File: src/rtl/uart_wb_bridge_if.sv
// uart_wb_bridge_if: UART byte stream and Wishbone master signals of the bridge
interface uart_wb_bridge_if;
  logic [7:0] rx_data_i;
  logic rx_valid_i;
  logic [7:0] tx_data_o;
  logic tx_valid_o;
  logic tx_ready_i;
  logic [31:0] wb_adr_o;
  logic [31:0] wb_dat_o;
  logic [31:0] wb_dat_i;
  logic wb_we_o;
  logic [3:0] wb_sel_o;
  logic wb_stb_o;
  logic wb_cyc_o;
  logic wb_ack_i;
  logic wb_stall_i;
  logic busy_o;
  modport master(
    input rx_data_i, rx_valid_i, tx_ready_i, wb_dat_i, wb_ack_i, wb_stall_i,
    output tx_data_o, tx_valid_o, wb_adr_o, wb_dat_o, wb_we_o, wb_sel_o, wb_stb_o, wb_cyc_o, busy_o
  );
  modport slave(
    output rx_data_i, rx_valid_i, tx_ready_i, wb_dat_i, wb_ack_i, wb_stall_i,
    input tx_data_o, tx_valid_o, wb_adr_o, wb_dat_o, wb_we_o, wb_sel_o, wb_stb_o, wb_cyc_o, busy_o
  );
endinterface

File: src/rtl/uart_wb_bridge.sv
// uart_wb_bridge: byte-command UART to pipelined Wishbone master bridge
module uart_wb_bridge #(
  parameter int TIMEOUT_CYCLES = 255
) (
  input logic clk_i,
  input logic rst_i,
  uart_wb_bridge_if.master bus
);
  localparam int TW = $clog2(TIMEOUT_CYCLES + 1);
  typedef enum logic [2:0] {IDLE, ADDR, DATA, REQ, WAIT_ACK, RESP} state_t;
  state_t state;
  logic is_write;
  logic [1:0] cnt;
  logic [TW-1:0] tmo;
  logic [31:0] adr;
  logic [31:0] dat;
  logic [23:0] rest;
  logic [1:0] left;
  logic [7:0] tx_data;
  logic tx_valid;
  logic cyc;
  logic stb;
  logic we;
  logic [3:0] sel;
  logic done;
  logic expired;
  assign bus.tx_data_o = tx_data;
  assign bus.tx_valid_o = tx_valid;
  assign bus.wb_adr_o = adr;
  assign bus.wb_dat_o = dat;
  assign bus.wb_we_o = we;
  assign bus.wb_sel_o = sel;
  assign bus.wb_stb_o = stb;
  assign bus.wb_cyc_o = cyc;
  assign bus.busy_o = state != IDLE;
  // completion: ack at acceptance or while waiting; an ack beats a simultaneous timeout
  assign done = bus.wb_ack_i && (state == WAIT_ACK || (state == REQ && !bus.wb_stall_i));
  assign expired = state == WAIT_ACK && !bus.wb_ack_i && int'(tmo) + 1 >= TIMEOUT_CYCLES;
  // command parser, bus master and response sequencer
  always_ff @(posedge clk_i or posedge rst_i) begin
    if (rst_i) begin
      state <= IDLE;
      is_write <= 1'b0;
      cnt <= '0;
      tmo <= '0;
      adr <= '0;
      dat <= '0;
      rest <= '0;
      left <= '0;
      tx_data <= '0;
      tx_valid <= 1'b0;
      cyc <= 1'b0;
      stb <= 1'b0;
      we <= 1'b0;
      sel <= '0;
    end else begin
      case (state)
        IDLE: if (bus.rx_valid_i) begin
          if (bus.rx_data_i == 8'h01 || bus.rx_data_i == 8'h02) begin
            is_write <= bus.rx_data_i == 8'h01;
            cnt <= '0;
            state <= ADDR;
          end else begin
            tx_data <= 8'hEE;
            left <= '0;
            tx_valid <= 1'b1;
            state <= RESP;
          end
        end
        ADDR: if (bus.rx_valid_i) begin
          adr[{cnt, 3'b000} +: 8] <= bus.rx_data_i;
          cnt <= cnt + 1'b1;
          if (cnt == 2'd3 && is_write) state <= DATA;
          if (cnt == 2'd3 && !is_write) begin
            state <= REQ;
            cyc <= 1'b1;
            stb <= 1'b1;
            we <= 1'b0;
            sel <= 4'hF;
          end
        end
        DATA: if (bus.rx_valid_i) begin
          dat[{cnt, 3'b000} +: 8] <= bus.rx_data_i;
          cnt <= cnt + 1'b1;
          if (cnt == 2'd3) begin
            state <= REQ;
            cyc <= 1'b1;
            stb <= 1'b1;
            we <= 1'b1;
            sel <= 4'hF;
          end
        end
        REQ: if (!bus.wb_stall_i) begin
          stb <= 1'b0;
          tmo <= '0;
          state <= WAIT_ACK;
        end
        WAIT_ACK: tmo <= tmo + 1'b1;
        RESP: if (tx_valid && bus.tx_ready_i) begin
          if (left == 2'd0) begin
            tx_valid <= 1'b0;
            state <= IDLE;
          end else begin
            tx_data <= rest[7:0];
            rest <= rest >> 8;
            left <= left - 1'b1;
          end
        end
        default: state <= IDLE;
      endcase
      if (done || expired) begin
        cyc <= 1'b0;
        stb <= 1'b0;
        we <= 1'b0;
        sel <= '0;
        tx_valid <= 1'b1;
        state <= RESP;
        tx_data <= expired ? 8'hEE : is_write ? 8'hA5 : bus.wb_dat_i[7:0];
        rest <= bus.wb_dat_i[31:8];
        left <= (expired || is_write) ? 2'd0 : 2'd3;
      end
    end
  end
endmodule

File: src/flat_wrapper.sv
// flat-port wrapper written by rule: the top's interface ports become plain ports
module uart_wb_bridge_flat 
#(
  parameter int TIMEOUT_CYCLES = 255
)
  (clk_i, rst_i, bus_rx_data_i, bus_rx_valid_i, bus_tx_ready_i, bus_wb_dat_i, bus_wb_ack_i, bus_wb_stall_i, bus_tx_data_o, bus_tx_valid_o, bus_wb_adr_o, bus_wb_dat_o, bus_wb_we_o, bus_wb_sel_o, bus_wb_stb_o, bus_wb_cyc_o, bus_busy_o);
  uart_wb_bridge_if bus_i ();
  input logic clk_i;
  input logic rst_i;
  input wire logic [$bits(bus_i.rx_data_i)-1:0] bus_rx_data_i;
  input wire logic [$bits(bus_i.rx_valid_i)-1:0] bus_rx_valid_i;
  input wire logic [$bits(bus_i.tx_ready_i)-1:0] bus_tx_ready_i;
  input wire logic [$bits(bus_i.wb_dat_i)-1:0] bus_wb_dat_i;
  input wire logic [$bits(bus_i.wb_ack_i)-1:0] bus_wb_ack_i;
  input wire logic [$bits(bus_i.wb_stall_i)-1:0] bus_wb_stall_i;
  output wire logic [$bits(bus_i.tx_data_o)-1:0] bus_tx_data_o;
  output wire logic [$bits(bus_i.tx_valid_o)-1:0] bus_tx_valid_o;
  output wire logic [$bits(bus_i.wb_adr_o)-1:0] bus_wb_adr_o;
  output wire logic [$bits(bus_i.wb_dat_o)-1:0] bus_wb_dat_o;
  output wire logic [$bits(bus_i.wb_we_o)-1:0] bus_wb_we_o;
  output wire logic [$bits(bus_i.wb_sel_o)-1:0] bus_wb_sel_o;
  output wire logic [$bits(bus_i.wb_stb_o)-1:0] bus_wb_stb_o;
  output wire logic [$bits(bus_i.wb_cyc_o)-1:0] bus_wb_cyc_o;
  output wire logic [$bits(bus_i.busy_o)-1:0] bus_busy_o;
  assign bus_i.rx_data_i = bus_rx_data_i;
  assign bus_i.rx_valid_i = bus_rx_valid_i;
  assign bus_i.tx_ready_i = bus_tx_ready_i;
  assign bus_i.wb_dat_i = bus_wb_dat_i;
  assign bus_i.wb_ack_i = bus_wb_ack_i;
  assign bus_i.wb_stall_i = bus_wb_stall_i;
  assign bus_tx_data_o = bus_i.tx_data_o;
  assign bus_tx_valid_o = bus_i.tx_valid_o;
  assign bus_wb_adr_o = bus_i.wb_adr_o;
  assign bus_wb_dat_o = bus_i.wb_dat_o;
  assign bus_wb_we_o = bus_i.wb_we_o;
  assign bus_wb_sel_o = bus_i.wb_sel_o;
  assign bus_wb_stb_o = bus_i.wb_stb_o;
  assign bus_wb_cyc_o = bus_i.wb_cyc_o;
  assign bus_busy_o = bus_i.busy_o;
  uart_wb_bridge #(.TIMEOUT_CYCLES(TIMEOUT_CYCLES)) u_core (.clk_i(clk_i), .rst_i(rst_i), .bus(bus_i));
endmodule
File: config.mk
export PLATFORM = sky130hd
export DESIGN_NAME = uart_wb_bridge_flat
export DESIGN_NICKNAME = d
export VERILOG_FILES = /design/src/rtl/uart_wb_bridge_if.sv /design/src/rtl/uart_wb_bridge.sv /design/src/flat_wrapper.sv
export SDC_FILE = /design/constraint.sdc
export NUM_CORES = 1
export LEC_CHECK = 0
export CORE_MARGIN = 3
export CORE_UTILIZATION = 42
export CTS_CLUSTER_DIAMETER = 80
export DETAILED_ROUTE_END_ITERATION = 10
export GPL_TIMING_DRIVEN = 0
export PLACE_DENSITY = 0.71
export SYNTH_ARGS = -nofsm -noshare
export SYNTH_HDL_FRONTEND = slang
export SYNTH_SLANG_ARGS = --single-unit
File: constraint.sdc
create_clock -name clk_i -period 9.51 [get_ports clk_i]
set_input_delay 1.902 -clock clk_i [delete_from_list [all_inputs] [get_ports clk_i]]
set_output_delay 1.902 -clock clk_i [all_outputs]
set_load 0.03 [all_outputs]
# == Word level (Yosys, flattened, before mapping) ==
# Index checks and enable logic that the tools add are counted.
# Widths: inputs -> output; s select.
# classes
shifts,2
magnitude_cmp,1
n_mux,64
n_reduce_logical,36
n_eq_ne,25
add_sub_neg,5
# ops
operator,n
$mux 24,4
$bwmux 32,2
$mux 8,8
$mux 3,11
$ge 32x9->1 const B,1
$pmux 8 s2,2
$shift 8x7->32 const A,1
$shiftx 8x7->32,1
$mux 4,5
$mux 2,9
$pmux 3 s6,1
$mux 1,15
$reduce_and 5->1,3
$ne 3x1->1 const B,4
$add 8x1->9 const B,1
$ne 3x2->1 const B,3
$ne 3x3->1 const B,3
$reduce_and 9->1,1
$reduce_bool 3->1,3
$add 8x1->8 const B,1
$eq 8x1->1 const B,1
$eq 8x2->1 const B,1
$ne 2x2->1 const B,4
$pmux 2 s2,2
24 further kinds,46
# word_totals
register_bits,120
word_cells,147
in_bits,46

# == Depth between registers and ports, before layout ==
# logic_depth
depth_word,7
ltp_mapped,9
mapped_depth_nobuf,8

# == Least setup slack after synthesis ==
# Ideal clock, no wire load.
# synth_path
path_kind,input -> register
startpoint,input port bus_rx_data_i[1]
endpoint,register u_core.tx_data[0] (netlist: u_core.bus.tx_data_o[0])
t_arrival_ps,3274
n_path_buf,1
cell_stages,5
path_slack_ps,6111
t_required_ps,9385
cell_sequence,clkbuf_1 xor2_1 a31oi_1 o31ai_4 mux2_4
# synth_via
elab_chain_cells,4
word_cells_on_any_way,5
classes_between,eq/ne (3); reduce/logical (2)
# synth_rtl
item,line_no,rtl
start: declaration,flat_wrapper.sv:10,input wire logic [$bits(bus_i.rx_data_i)-1:0] bus_rx_data_i;
$eq 8x1->1 or $eq 8x2->1 (tied branches),uart_wb_bridge.sv:59,if (bus.rx_data_i == 8'h01 || bus.rx_data_i == 8'h02) begin
$logic_or 1x1->1 (*),uart_wb_bridge.sv:59,
$ne 3x3->1 (no line) (*),--,
$reduce_and 5->1 (no line) (*),--,
end signal: assignment,uart_wb_bridge.sv:104,tx_data <= rest[7:0];
end signal: assignment,uart_wb_bridge.sv:118,tx_data <= expired ? 8'hEE : is_write ? 8'hA5 : bus.wb_dat_i[7:0];
end: declaration,uart_wb_bridge.sv:19,logic [7:0] tx_data;
# Every way passes the cells marked *; elsewhere a longest branch is shown, timed or not.
# A chain may end at the register's enable or synchronous reset.

# == Final worst setup path ==
# layout_path
startpoint,register u_core.state[2]
endpoint,output port bus_busy_o
# layout_via
elab_chain_cells,1
# layout_rtl
item,line_no,rtl
start: declaration,uart_wb_bridge.sv:11,state_t state;
start signal: assignment,uart_wb_bridge.sv:42,state <= IDLE;
start signal: assignment,uart_wb_bridge.sv:62,state <= ADDR;
start signal: assignment,uart_wb_bridge.sv:67,state <= RESP;
$reduce_bool 3->1,uart_wb_bridge.sv:35,assign bus.busy_o = state != IDLE;
end: declaration,flat_wrapper.sv:24,output wire logic [$bits(bus_i.busy_o)-1:0] bus_busy_o;
# No other way between the ends.

==> reports/qor.csv <==
stage,metric,value,unit
status,outcome,"complete, no violations",
global_route,grt_pass1_wl,23050,µm
layout,layout-drive-gt1-share,0.06590,
synth,syn_area_per_cell,9.474,µm²
detailed_routing,routedWlPerCell,16.67,µm
synth,synth_edf_count,0,
timing,post-route-min-period,4.044,ns
floorplan,fp.coreArea,11660,µm²
setup_path,r2r_slack,7.03,ns
setup_path,cp_cell_sequence,clkbuf_1 -> or3_1 -> clkbuf_1 -> clkdlybuf4s50_1,
setup_path,cp_slowest_stage_delay,0.73,ns
setup_path,critPathSlowestCell,clkdlybuf4s50_1,
placed_design,port_buffers,125,
setup_path,worst-path-max-fanout,10,
floorplan,rows,39,
clock_network,cts_buffers,17,
detailed_routing,drtIter0Drc,298,
clock_network,root_buffer,clkbuf_16,
power,swShare,0.3731,
power,p_leak,3.159,nW
detailed_routing,routed_wl,14020,µm
setup_path,critical_path.endpoint_type,output port,
synth,synth.distinct_cells,46,
timing,hold_viol_final,0,
power,powerDensity,334.2,nW/µm²
clock_network,clockBufferDepth,2,
synth,synthTopCellsByArea,"dfrtp_1 57%, nand2_1 11%, o21ai_0 6.6%",
synth,synth_area_leader_cell,dfrtp_1,
floorplan,die_w,116.6,µm
clock_network,clock_sinks,116,
layout,diodes,0,
clock_network,htreeDepth,4,
power,ir_worst_vdd,0.0001796,V
timing,layout_worst_path_cycle_share,0.4252,
setup_path,worst_setup_path_start_kind,flip-flop,
detailed_routing,num_vias,4488,
setup_path,worst-endpoint-required,7.61,ns
global_route,globalRouteOverflowTotal,0,
synth,synth_area,5135,µm²
placed_design,place_hpwl,10060,µm
detailed_routing,dr.pass1.iters,6,
synth,synthFlopType,dfrtp_1,
floorplan,die_area,13590,µm²
timing,worstMarginPinSlew,1.058,ns
power,internal_power,1.506,mW
synth,syn-instance-count,542,
placed_design,gp_congestion,0.8394,
clock_network,cts_hold_buf,0,
global_route,grt_pass1_vias,4585,
synth,yosysSeqAreaShare,0.5653,
timing,setup_viol_count_final,0,
clock_network,cts.clk_slew.worst_paths,0.05,ns
timing,fin_skew,0.006589,ns
power,combPwrFrac,0.411,
synth,synth_top_area_frac,0.5653,
global_route,grt_usage,0.2191,
synth,async_flop_share,1.000,
layout,area_growth,40.01,%
hold_path,min-delay-path-class,flip-flop to flip-flop,
detailed_routing,avgViaCountPerCell,5.337,
power,pwr-share-clk,0.268,
detailed_routing,drc,0,
global_route,antenna_found_initial,0,
clock_network,cts_tree,yes,
synth,yosys-top-cells-count,"155 x nand2_1, 116 x dfrtp_1, 68 x o21ai_0, 30 x nor2_1",
floorplan,start_util,0.4403,
run,max_cap_viol_count,0,
synth,synth_seq_cells,116,
detailed_routing,postRouteAntennaNets,0,
floorplan,pin_count,127,
setup_path,cp_common_cell,clkbuf_1,
timing,slew_violations,0,
clock_network,insertion_delay,0.41,ns
power,power_frac_seq,0.322,
global_route,grt_max_degree,73,
timing,rsz0062_at_grt,no,
power,p_total,2.402,mW
clock_network,cts_resized,0,
clock_network,cts_setup_buffers,0,
timing,fmax,247.3,MHz
setup_path,critPathKind,flip-flop to output port,
timing,max_slew_margin,0.2932,
power,p_switching,0.8964,mW
synth,yosysMostFrequentCell,nand2_1,
synth,ys_warn_count,0,
timing,tns,0,ns
floorplan,chipHeight,116.6,µm
layout,layout.nets,741,
setup_path,critPathArrivalTime,2.14,ns
synth,synth_nets,596,
[power by group through the flow]
stage / clock network (mW) / registers, mW / logic [mW]
after floorplan: 0 / 0.947 / 0.441
after global placement: 0 / 0.770 / 0.962
after detailed placement: 0 / 0.775 / 0.988
after CTS: 0.654 / 0.772 / 0.993
after global routing: 0.679 / 0.794 / 1.07
final: 0.643 / 0.773 / 0.986
[cell families (layout without fill, tap and decap cells)]
logic type / after synthesis / in the layout / share of synthesized area
AND/OR/NAND/NOR: 229 / 229 / 0.1913
flip-flops: 116 / 116 / 0.5653
adder cells (fa/ha/maj): 8 / 8 / 0.01949
multiplexers: 11 / 11 / 0.02485
AO/OA/AOI/OAI: 132 / 132 / 0.1591
XOR/XNOR: 2 / 2 / 0.003412
buffers and inverters: 44 / 200 / 0.03655
[metrics by stage]
stage / cell area [µm²] / std cells / hold slack (ns) / utilization / setup WS, ns
after global placement: 6565 / 810 / 0.4599 / 0.5629 / 2.987
after floorplan: 5135 / 542 / 0.4643 / - / 4.536
final: 7189 / 841 / 0.4720 / 0.6165 / 5.466
after CTS: 7189 / 841 / 0.4804 / 0.6165 / 5.443
after detailed placement: 6595 / 811 / 0.4692 / 0.5655 / 5.219
after global routing: 7189 / 841 / 0.5046 / 0.6165 / 5.304
[sequential cells by signal, summed over array words and instances, names as in the netlist]
name / count
u_core.bus.tx_data_o: 8
u_core.bus.tx_valid_o: 1
u_core.bus.wb_adr_o: 32
u_core.bus.wb_dat_o: 32
u_core.bus.wb_sel_o: 1
u_core.bus.wb_stb_o: 1
u_core.bus.wb_we_o: 1
u_core.cnt: 2
u_core.is_write: 1
u_core.left: 2
u_core.rest: 24
u_core.state: 3
u_core.tmo: 8
[cells in the final DEF, fill, tap and decap left out, types with 2 or more instances in the layout]
| cell | Yosys | layout |
|---|---|---|
| a21oi_1 | 8 | 8 |
| buf_2 | 6 | 6 |
| nor2_1 | 30 | 30 |
| bufinv_16 | 0 | 3 |
| nand4_1 | 2 | 2 |
| o21ai_0 | 68 | 68 |
| clkdlybuf4s50_1 | 0 | 125 |
| a32o_1 | 2 | 2 |
| nor3b_1 | 3 | 3 |
| mux2_2 | 2 | 2 |
| inv_1 | 15 | 14 |
| ha_1 | 8 | 8 |
| buf_4 | 4 | 4 |
| nor2b_1 | 5 | 5 |
| a22o_1 | 16 | 16 |
| dfrtp_1 | 116 | 116 |
| nand2_1 | 155 | 155 |
| nand2b_1 | 5 | 5 |
| clkbuf_1 | 19 | 24 |
| clkbuf_8 | 0 | 4 |
| mux2i_1 | 6 | 6 |
| nand3b_1 | 3 | 3 |
| and3_1 | 4 | 4 |
| nand3_1 | 12 | 12 |
| o22ai_1 | 8 | 8 |
| clkbuf_16 | 0 | 17 |
| a31oi_1 | 19 | 19 |
| nor4bb_1 | 2 | 2 |
| mux2_4 | 3 | 3 |
[layout make-up]
class                      instances  area [µm²]
sequential                       116        2903
tap                              143       178.9
clock buffer                      26       499.2
inverter                          15       58.81
clock inverter                     4       95.09
fill                             974        4473
timing repair buffer             126        1279
buffer                            29       131.4
multi-input combinational        382        2044
[per-layer routing]
metal,part of all wire,routed length [µm],GRT usage,vias to the layer above
met5,0,0,0,-
met4,0.017,241,0.09098,0
met3,0.056,789,0.05440,28
met2,0.48,6786,0.3356,136
met1,0.44,6202,0.2995,2181
li1,-,-,-,2143
[worst max-delay path: cells and delay by family, from the launching register on]
family | cells | cell delay [ns]
simple gates | 1 | 0.16
buf+inv | 3 | 1.22
flops | 1 | 0.35
[path summary, 6_finish.rpt]
| kind | start | to | depth (start not counted) |
|---|---|---|---|
| max | u_core.state[2]$_DFFE_PP0P_ | bus_busy_o | 4 |
| min | u_core.bus.wb_adr_o[11]$_DFFE_PP0P_ | u_core.bus.wb_adr_o[11]$_DFFE_PP0P_ | 2 |
| max reg2reg | u_core.tmo[0]$_DFFE_PP0P_ | u_core.bus.tx_data_o[0]$_DFFE_PP0P_ | 8 |
| min reg2reg | u_core.bus.wb_adr_o[11]$_DFFE_PP0P_ | u_core.bus.wb_adr_o[11]$_DFFE_PP0P_ | 2 |
| max in group asynchronous | rst_i | u_core.tmo[2]$_DFFE_PP0P_ | 3 |
| min in group asynchronous | rst_i | u_core.bus.wb_dat_o[4]$_DFFE_PP0P_ | 2 |
Note: power is estimated with default switching activity, not from simulation.
